### src/rtl/wb_stage_mc_pkg.sv
`default_nettype none
// ---------------------------------------------------------------------------
// Module : wb_stage_mc_pkg
// Brief  : Shared types and branch-condition helper for the writeback stage.
// Rev    : 1.0
// ---------------------------------------------------------------------------
package wb_stage_mc_pkg;

    localparam int XLEN_DEF   = 32;
    localparam int REG_W_DEF  = 5;
    localparam int NLANES_DEF = 2;

    typedef enum logic [2:0] {
        COND_NEVER    = 3'd0,
        COND_ZERO     = 3'd1,
        COND_NOTZERO  = 3'd2,
        COND_CARRY    = 3'd3,
        COND_NOTCARRY = 3'd4,
        COND_ALWAYS   = 3'd5
    } cond_t;

    // Canonical lane/bundle layout at the default widths.
    typedef struct packed {
        cond_t                  cond;
        logic                   zero;
        logic                   carry;
        logic [XLEN_DEF-1:0]    branch;
        logic                   wback;
        logic [REG_W_DEF-1:0]   wreg;
        logic [XLEN_DEF-1:0]    wdata;
    } wb_lane_t;

    typedef struct packed {
        wb_lane_t [NLANES_DEF-1:0] lanes;
        logic                      pcsel;
        logic [XLEN_DEF-1:0]       pc;
    } wb_bundle_t;

    function automatic logic cond_taken(input logic [2:0] cond,
                                        input logic       zero,
                                        input logic       carry);
        logic r;
        case (cond)
            COND_ZERO:     r = zero;
            COND_NOTZERO:  r = ~zero;
            COND_CARRY:    r = carry;
            COND_NOTCARRY: r = ~carry;
            COND_ALWAYS:   r = 1'b1;
            default:       r = 1'b0;
        endcase
        return r;
    endfunction

endpackage
`default_nettype wire

### src/rtl/wb_stage_mc_skid_buf.sv
`default_nettype none
// ---------------------------------------------------------------------------
// Module : wb_skid_buf
// Brief  : Generic 2-entry valid/ready register (output register + skid).
// Rev    : 1.0
// ---------------------------------------------------------------------------
module wb_skid_buf
    import wb_stage_mc_pkg::*;
#(
    parameter int W = 8
) (
    input  logic         clk,
    input  logic         rst_n,
    input  logic         i_valid,
    output logic         o_in_ready,
    input  logic [W-1:0] i_data,
    output logic         o_valid,
    input  logic         i_out_ready,
    output logic [W-1:0] o_data
);

    logic         out_valid_q, out_valid_d;
    logic         skid_valid_q, skid_valid_d;
    logic [W-1:0] out_data_q, out_data_d;
    logic [W-1:0] skid_data_q, skid_data_d;
    logic         w_accept;

    assign o_in_ready = ~skid_valid_q;
    assign w_accept   = i_valid & ~skid_valid_q;
    assign o_valid    = out_valid_q;
    assign o_data     = out_data_q;

    always_comb begin
        out_valid_d  = out_valid_q;
        out_data_d   = out_data_q;
        skid_valid_d = skid_valid_q;
        skid_data_d  = skid_data_q;
        if (!out_valid_q || i_out_ready) begin
            // Output register free or draining: the skid entry is older than any new input.
            if (skid_valid_q) begin
                out_valid_d  = 1'b1;
                out_data_d   = skid_data_q;
                skid_valid_d = 1'b0;
            end else begin
                out_valid_d = w_accept;
                if (w_accept) begin
                    out_data_d = i_data;
                end
            end
        end else if (w_accept) begin
            skid_valid_d = 1'b1;
            skid_data_d  = i_data;
        end
    end

    always_ff @(posedge clk or negedge rst_n) begin
        if (!rst_n) begin
            out_valid_q  <= 1'b0;
            skid_valid_q <= 1'b0;
            out_data_q   <= '0;
            skid_data_q  <= '0;
        end else begin
            out_valid_q  <= out_valid_d;
            skid_valid_q <= skid_valid_d;
            out_data_q   <= out_data_d;
            skid_data_q  <= skid_data_d;
        end
    end

endmodule
`default_nettype wire

### src/rtl/wb_stage_mc.sv
`default_nettype none
// ---------------------------------------------------------------------------
// Module : wb_stage_mc
// Brief  : Multi-lane writeback stage with branch kill, epoch filter and skid.
// Rev    : 1.0
// ---------------------------------------------------------------------------
module wb_stage_mc
    import wb_stage_mc_pkg::*;
#(
    parameter int XLEN   = 32,
    parameter int NLANES = 2,
    parameter int REG_W  = 5,
    parameter int CNT_W  = 32
) (
    input  logic                    clk,
    input  logic                    rst,
    input  logic                    i_valid,
    output logic                    i_ready,
    input  logic                    i_epoch,
    input  logic [NLANES-1:0]       i_lane_valid,
    input  logic [3*NLANES-1:0]     i_cond,
    input  logic [NLANES-1:0]       i_zero,
    input  logic [NLANES-1:0]       i_carry,
    input  logic [XLEN*NLANES-1:0]  i_branch,
    input  logic [NLANES-1:0]       i_wback,
    input  logic [REG_W*NLANES-1:0] i_wreg,
    input  logic [XLEN*NLANES-1:0]  i_wdata,
    output logic                    o_valid,
    input  logic                    o_ready,
    output logic [NLANES-1:0]       o_wback,
    output logic [REG_W*NLANES-1:0] o_wreg,
    output logic [XLEN*NLANES-1:0]  o_wdata,
    output logic                    o_pcsel,
    output logic [XLEN-1:0]         o_pc,
    output logic                    o_epoch,
    output logic [CNT_W-1:0]        o_retired
);

    localparam int CW = $clog2(NLANES + 1);
    localparam int PW = 1 + XLEN + NLANES + REG_W*NLANES + XLEN*NLANES + CW;

    logic             epoch_q, epoch_d;
    logic             init_q, init_d;
    logic [CNT_W-1:0] retired_q, retired_d;

    logic [NLANES-1:0] w_wback;
    logic              w_redirect;
    logic [XLEN-1:0]   w_pc;
    logic [CW-1:0]     w_cnt;
    logic              w_kill;
    logic              w_fresh;
    logic              w_skid_ready;
    logic              w_out_valid;
    logic [PW-1:0]     w_in_data;
    logic [PW-1:0]     w_out_data;
    logic [CW-1:0]     w_out_cnt;

    // Lanes are in program order, so the first valid taken lane kills everything after it.
    always_comb begin
        w_kill     = 1'b0;
        w_redirect = 1'b0;
        w_pc       = '0;
        w_wback    = '0;
        w_cnt      = '0;
        for (int k = 0; k < NLANES; k++) begin
            if (i_lane_valid[k] && !w_kill) begin
                w_cnt = w_cnt + CW'(1);
                if (i_wback[k] && (i_wreg[k*REG_W +: REG_W] != '0)) begin
                    w_wback[k] = 1'b1;
                end
                if (cond_taken(i_cond[3*k +: 3], i_zero[k], i_carry[k])) begin
                    w_kill     = 1'b1;
                    w_redirect = 1'b1;
                    w_pc       = i_branch[k*XLEN +: XLEN];
                end
            end
        end
    end

    assign i_ready   = init_q & w_skid_ready;
    assign w_fresh   = i_valid & i_ready & (i_epoch == epoch_q);
    assign w_in_data = {w_redirect, w_pc, w_wback, i_wreg, i_wdata, w_cnt};

    wb_skid_buf #(
        .W (PW)
    ) u_skid (
        .clk         (clk),
        .rst_n       (rst),
        .i_valid     (w_fresh),
        .o_in_ready  (w_skid_ready),
        .i_data      (w_in_data),
        .o_valid     (w_out_valid),
        .i_out_ready (o_ready),
        .o_data      (w_out_data)
    );

    assign {o_pcsel, o_pc, o_wback, o_wreg, o_wdata, w_out_cnt} = w_out_data;
    assign o_valid   = w_out_valid;
    assign o_epoch   = epoch_q;
    assign o_retired = retired_q;

    always_comb begin
        init_d    = 1'b1;
        epoch_d   = epoch_q ^ (w_fresh & w_redirect);
        retired_d = retired_q;
        if (w_out_valid && o_ready) begin
            retired_d = retired_q + CNT_W'(w_out_cnt);
        end
    end

    always_ff @(posedge clk or negedge rst) begin
        if (!rst) begin
            init_q    <= 1'b0;
            epoch_q   <= 1'b0;
            retired_q <= '0;
        end else begin
            init_q    <= init_d;
            epoch_q   <= epoch_d;
            retired_q <= retired_d;
        end
    end

endmodule
`default_nettype wire

### config.mk
export PLATFORM = sky130hd
export DESIGN_NAME = wb_stage_mc
export DESIGN_NICKNAME = d
export VERILOG_FILES = /design/src/rtl/wb_stage_mc_pkg.sv /design/src/rtl/wb_stage_mc_skid_buf.sv /design/src/rtl/wb_stage_mc.sv
export SDC_FILE = /design/constraint.sdc
export NUM_CORES = 1
export LEC_CHECK = 0
export ABC_AREA = 1
export CORE_AREA = 3 3 159 161
export CTS_CLUSTER_SIZE = 40
export DETAILED_ROUTE_END_ITERATION = 6
export DIE_AREA = 0 0 162 164
export DONT_BUFFER_PORTS = 1
export GPL_ROUTABILITY_DRIVEN = 0
export PLACE_DENSITY_LB_ADDON = 0.25
export SLEW_MARGIN = 20
export SYNTH_ARGS = -nofsm -noshare
export SYNTH_HDL_FRONTEND = slang
export SYNTH_SLANG_ARGS = --single-unit
export TNS_END_PERCENT = 1
### constraint.sdc
create_clock -name clk -period 2.3 [get_ports clk]
set_input_delay 0.115 -clock clk [delete_from_list [all_inputs] [get_ports clk]]
set_output_delay 0.115 -clock clk [all_outputs]
set_load 0.01 [all_outputs]
After elaboration in Yosys (flattened, before gate mapping)
Index checks and enable logic that the tools add are counted.

word-level totals
  bits in registers = 258
  bits in latches = 0
  RAM bits = 0
  memory bits (read-only) = 0
  input port bits = 157
  output and inout port bits = 144
  memories kept = 0

operators by class
  add/subtract/negate cells = 2
  multipliers = 0
  div/mod/pow operators = 0
  order comparisons = 0
  eq/ne operators = 11
  shift-type cells = 0
  multiplexer cells = 23
  bitwise gates (word level) = 12
  reductions and logical operators = 13

operators by type and width
  operator               count
  $mux W111              2
  $mux W32               4
  $add A32 B2 Y32        1
  $mux W1                14
  $eq A3 B2 Y1 const B   4
  $eq A3 B3 Y1 const B   4
  $pmux W1 S5            2
  $reduce_bool A5 Y1     2
  $eq A3 B1 Y1 const B   2
  $not A1 Y1             6
  $and A1 B1 Y1          5
  $logic_and A1 B1 Y1    4
  $reduce_and A2 Y1      2
  $reduce_bool A2 Y1     2
  $add A2 B1 Y2 const B  1
  $logic_not A1 Y1       2
  $mux W2                1
  $eq A1 B1 Y1           1
  $logic_or A1 B1 Y1     1
  $xor A1 B1 Y1          1

Depth between registers and ports, before layout
  depth in word-level cells = 12
  gate-level depth with buffers = 11
  depth with buffers taken out = 11

Cells and area by module
Synthesis repeated with hierarchy kept, for this count alone.

second synthesis, totals
  cells, all modules = 1760
  area, all modules = 12883.6 um2

modules (own cells, without submodules)
  module       times used  cells an instance  area an instance (um2)
  wb_skid_buf  1           1322               10124.7
  wb_stage_mc  1           438                2758.9

Worst setup path before layout
No wires, ideal clock.

  path kind = register to register
  start = reg retired_q[0], in the netlist o_retired[0]
  end = reg retired_q[18], in the netlist o_retired[18]
  data arrival time = 2.017 ns
  data required time = 2.177 ns
  setup slack = 0.160 ns
  stages on the path, launching flop included = 11
  buffers on the path = 0
  period minus slack after synthesis = 2.140 ns
  cells stage by stage = dfrtp_1 > ha_1 > inv_1 > fa_1 > nor2_1 > nand2_1 > nor2_1 > nand2_1 > nor2_1 > nand3_1 > xor2_1

on the way
  longest elaborated chain between the ends = 1

ends and longest elaborated chain
  what                    RTL line            RTL
  start, declared         wb_stage_mc.sv:44   logic [CNT_W-1:0] retired_q, retired_d;
  start signal, assigned  wb_stage_mc.sv:119  retired_q <= retired_d;
  $add A32 B2 Y32         wb_stage_mc.sv:107  retired_d = retired_q + CNT_W'(w_out_cnt);

Every way passes these cells.
A chain may end at the register's enable or synchronous reset.

Worst setup path after layout
Ends and elaborated chain as after synthesis.

==> results.json <==
{
  "cp.depth": 10,
  "worst_pin_slew_ns": 0.949,
  "start_util_pct": 54.2,
  "finalSetupViolations": 0,
  "synth_cells": 1734,
  "die_w_um": 162,
  "power.leakage_nw": 7.84,
  "finalClockSkew_ns": 0.0185,
  "layout.cells.non_filler": 2116,
  "status": "complete, but fails checks",
  "cts_tree": "yes",
  "r2r-end": "o_retired[18]",
  "nets": 1931,
  "syn2layout_area_growth_pct": 16.8,
  "fin_crit_sh_pct": 94.4,
  "period_needed_ns": 2.17,
  "synth_common_cells": "nand2_1 (758), dfrtp_1 (258), nor2_1 (196)",
  "ys_top_cells_by_area": "dfrtp_1 (49%), nand2_1 (22%), buf_4 (6.2%), nor2_1 (5.6%), a31oi_1 (3.5%)",
  "crit_type": "register to register",
  "grt.total_usage_pct": 25.3,
  "post-dp-hpwl_um": 20400,
  "yosysWarningCount": 0,
  "cp-start-kind": "register",
  "p_per_area_mw_per_mm2": 973,
  "hold_violations": 258,
  "clock_sinks": 258,
  "yosysSeqAreaShare_pct": 49.4,
  "dp.cells": 1885,
  "grt_setup_unrepaired": "no",
  "drive_gt1_share_pct": 4.52,
  "fmax_mhz": 461,
  "drv_cap": 0,
  "grt-ovfl-total": 0,
  "r2r_setup_slack_ns": 0.13,
  "synth-edff-count": 0,
  "cp_max_fo": 4,
  "grt_pass1_wl_um": 55500,
  "crit_chain": "ha_1 -> inv_1 -> fa_1 -> nor2_2 -> nand2_1 -> nor2_1 -> nand2_1 -> nor2_2 -> nand3_1 -> xor2_1",
  "power_mw": 14.8,
  "root_buffer": "clkbuf_16",
  "grt_start_max_net_pins": 259,
  "clk_pin_slew_worst_paths_ns": 0.06,
  "fillers": 2021,
  "cp_num_buf_inv": 1,
  "syn_area_mm2": 0.0131,
  "slew_headroom_pct": 36.7,
  "violations": "hold timing",
  "slowest_delay_ns": 0.42,
  "insertion_delay_ns": 0.53,
  "crit_path_top_delay_cell": "fa_1",
  "reg2regPathDepth": 10,
  "synth-main-ff-cell": "dfrtp_1",
  "die-area_mm2": 0.0266,
  "cts.path.max_buffers": 3,
  "antenna_found_initial": 0,
  "ir_worst_vdd_mv": 0.672,
  "cp.required_ns": 2.70,
  "cts_buffers": 27,
  "vias": 11400,
  "vias_per_cell": 5.37,
  "synth_area_per_cell_um2": 7.53,
  "final_util_pct": 63.3,
  "cp_top_family": "simple AND/OR/NAND/NOR gates",
  "htree_levels": 1,
  "ios": 301,
  "wl_per_cell_um": 16.3,
  "yosysTopAreaCell": "dfrtp_1",
  "first_pass_iters": 7,
  "reg2reg_from": "o_retired[0]",
  "whs_ns": -0.710,
  "cp.arrival_ns": 2.58,
  "cts_setup_buffers": 0,
  "port_buffers": 0,
  "cts_hold_buf": 181,
  "drt_iter0_markers": 970,
  "synth_top_area_share_pct": 49.4,
  "antenna_left": 0,
  "critPathCapture": "o_retired[18]",
  "rows": 57,
  "startpoint": "o_retired[0]",
  "die_h_um": 164,
  "drt_wl_total_um": 34600,
  "final.setup.tns_ns": 0,
  "crit_path_end_kind": "register",
  "synthArstFlopShare_pct": 100,
  "hold_path.class": "input port to async pin",
  "drv_slew": 0,
  "yosysUniqueCellTypes": 30,
  "syn_nets": 1894,
  "synth-seq-cells": 258,
  "core-area_mm2": 0.0241,
  "synth_most_common_cell": "nand2_1",
  "grt_pass1_vias": 11000,
  "drcViolationCount": 0
}
-- how the worst min path moves through the flow --
stage / endpoint / slack (ns) / depth (start not counted)
final: o_retired[19] / -0.71 / 0
after global routing: o_retired[19] / -0.74 / 0
after CTS: u_skid.skid_data_q[26] / -0.73 / 0
after detailed placement: o_retired[19] / -0.18 / 0
after global placement: o_retired[19] / -0.17 / 0
after floorplan: init_q / -0.18 / 0
-- power breakdown --
group | total, mW | internal (mW) | switching, mW
Combinational | 2.68 | 1.21 | 1.46
Sequential | 7.77 | 6.17 | 1.60
Clock | 4.40 | 2.64 | 1.76
-- per-layer routing --
metal	vias to the layer above	GRT usage, %	share of wire, %
met2	517	42.8	47
met1	5301	31.7	40
met5	-	0	0
met4	0	8.14	2.6
li1	5459	-	-
met3	79	6.89	9.5
-- cell families (layout without fill, tap and decap cells) --
family	count (synthesis)	count (layout)	synth area share, %
adder cells (fa/ha/maj)	3	3	0.345
AO/OA/AOI/OAI	100	100	4.58
XOR/XNOR	14	14	0.939
other	1	2	0.0287
buffers and inverters	251	308	10.8
AND/OR/NAND/NOR	1107	1107	33.9
flip-flops	258	258	49.4
-- registers in the layout, summed over array words and instances, names as in the netlist --
name / flops
u_skid.skid_valid_q: 1
u_skid.o_data: 111
o_retired: 32
init_q: 1
u_skid.skid_data_q: 111
o_epoch: 1
u_skid.o_valid: 1
-- repair_timing --
action | 4_1_cts | 5_1_grt
setup endpoints to repair | 0 | 4
gates resized for setup | 0 | 2
endpoints found under the hold margin | 497 | 258
-- through the flow --
stage | worst slack [ns] | instance area (um2)
after global routing | 0.00653 | 15300
after CTS | 0.0718 | 15300
final | 0.129 | 15300
after detailed placement | 0.0920 | 12500
after floorplan | 0.160 | 13100
after global placement | 0.138 | 12500
-- area by class of cell --
type | count | area, um2 | area share, %
Clock buffer | 42 | 812 | 5.32
Tap cell | 324 | 405 | 2.66
Sequential cell | 258 | 6460 | 42.3
Antenna cell | 1 | 2.50 | 0.0164
Inverter | 53 | 208 | 1.36
Timing Repair Buffer | 206 | 2080 | 13.6
Multi-Input combinational cell | 1225 | 5200 | 34.1
Clock inverter | 7 | 88.8 | 0.582
-- cells in the final DEF (no fill, tap or decap), types with 5 or more instances in the layout --
cell and count:
nand2_1 758, dfrtp_1 257, nor2_1 194, dlygate4sd3_1 179, nand3_1 92, a31oi_1 74
inv_1 50, nand4_1 37, clkbuf_16 27, buf_4 20, o21ai_0 16, nor3_1 11
xor2_1 9, a21oi_1 8, clkbuf_8 8, clkbuf_1 7, buf_12 7, nand3b_1 6
xnor2_1 5, clkinv_2 5
No activity file was read; power rests on OpenSTA's default activity.
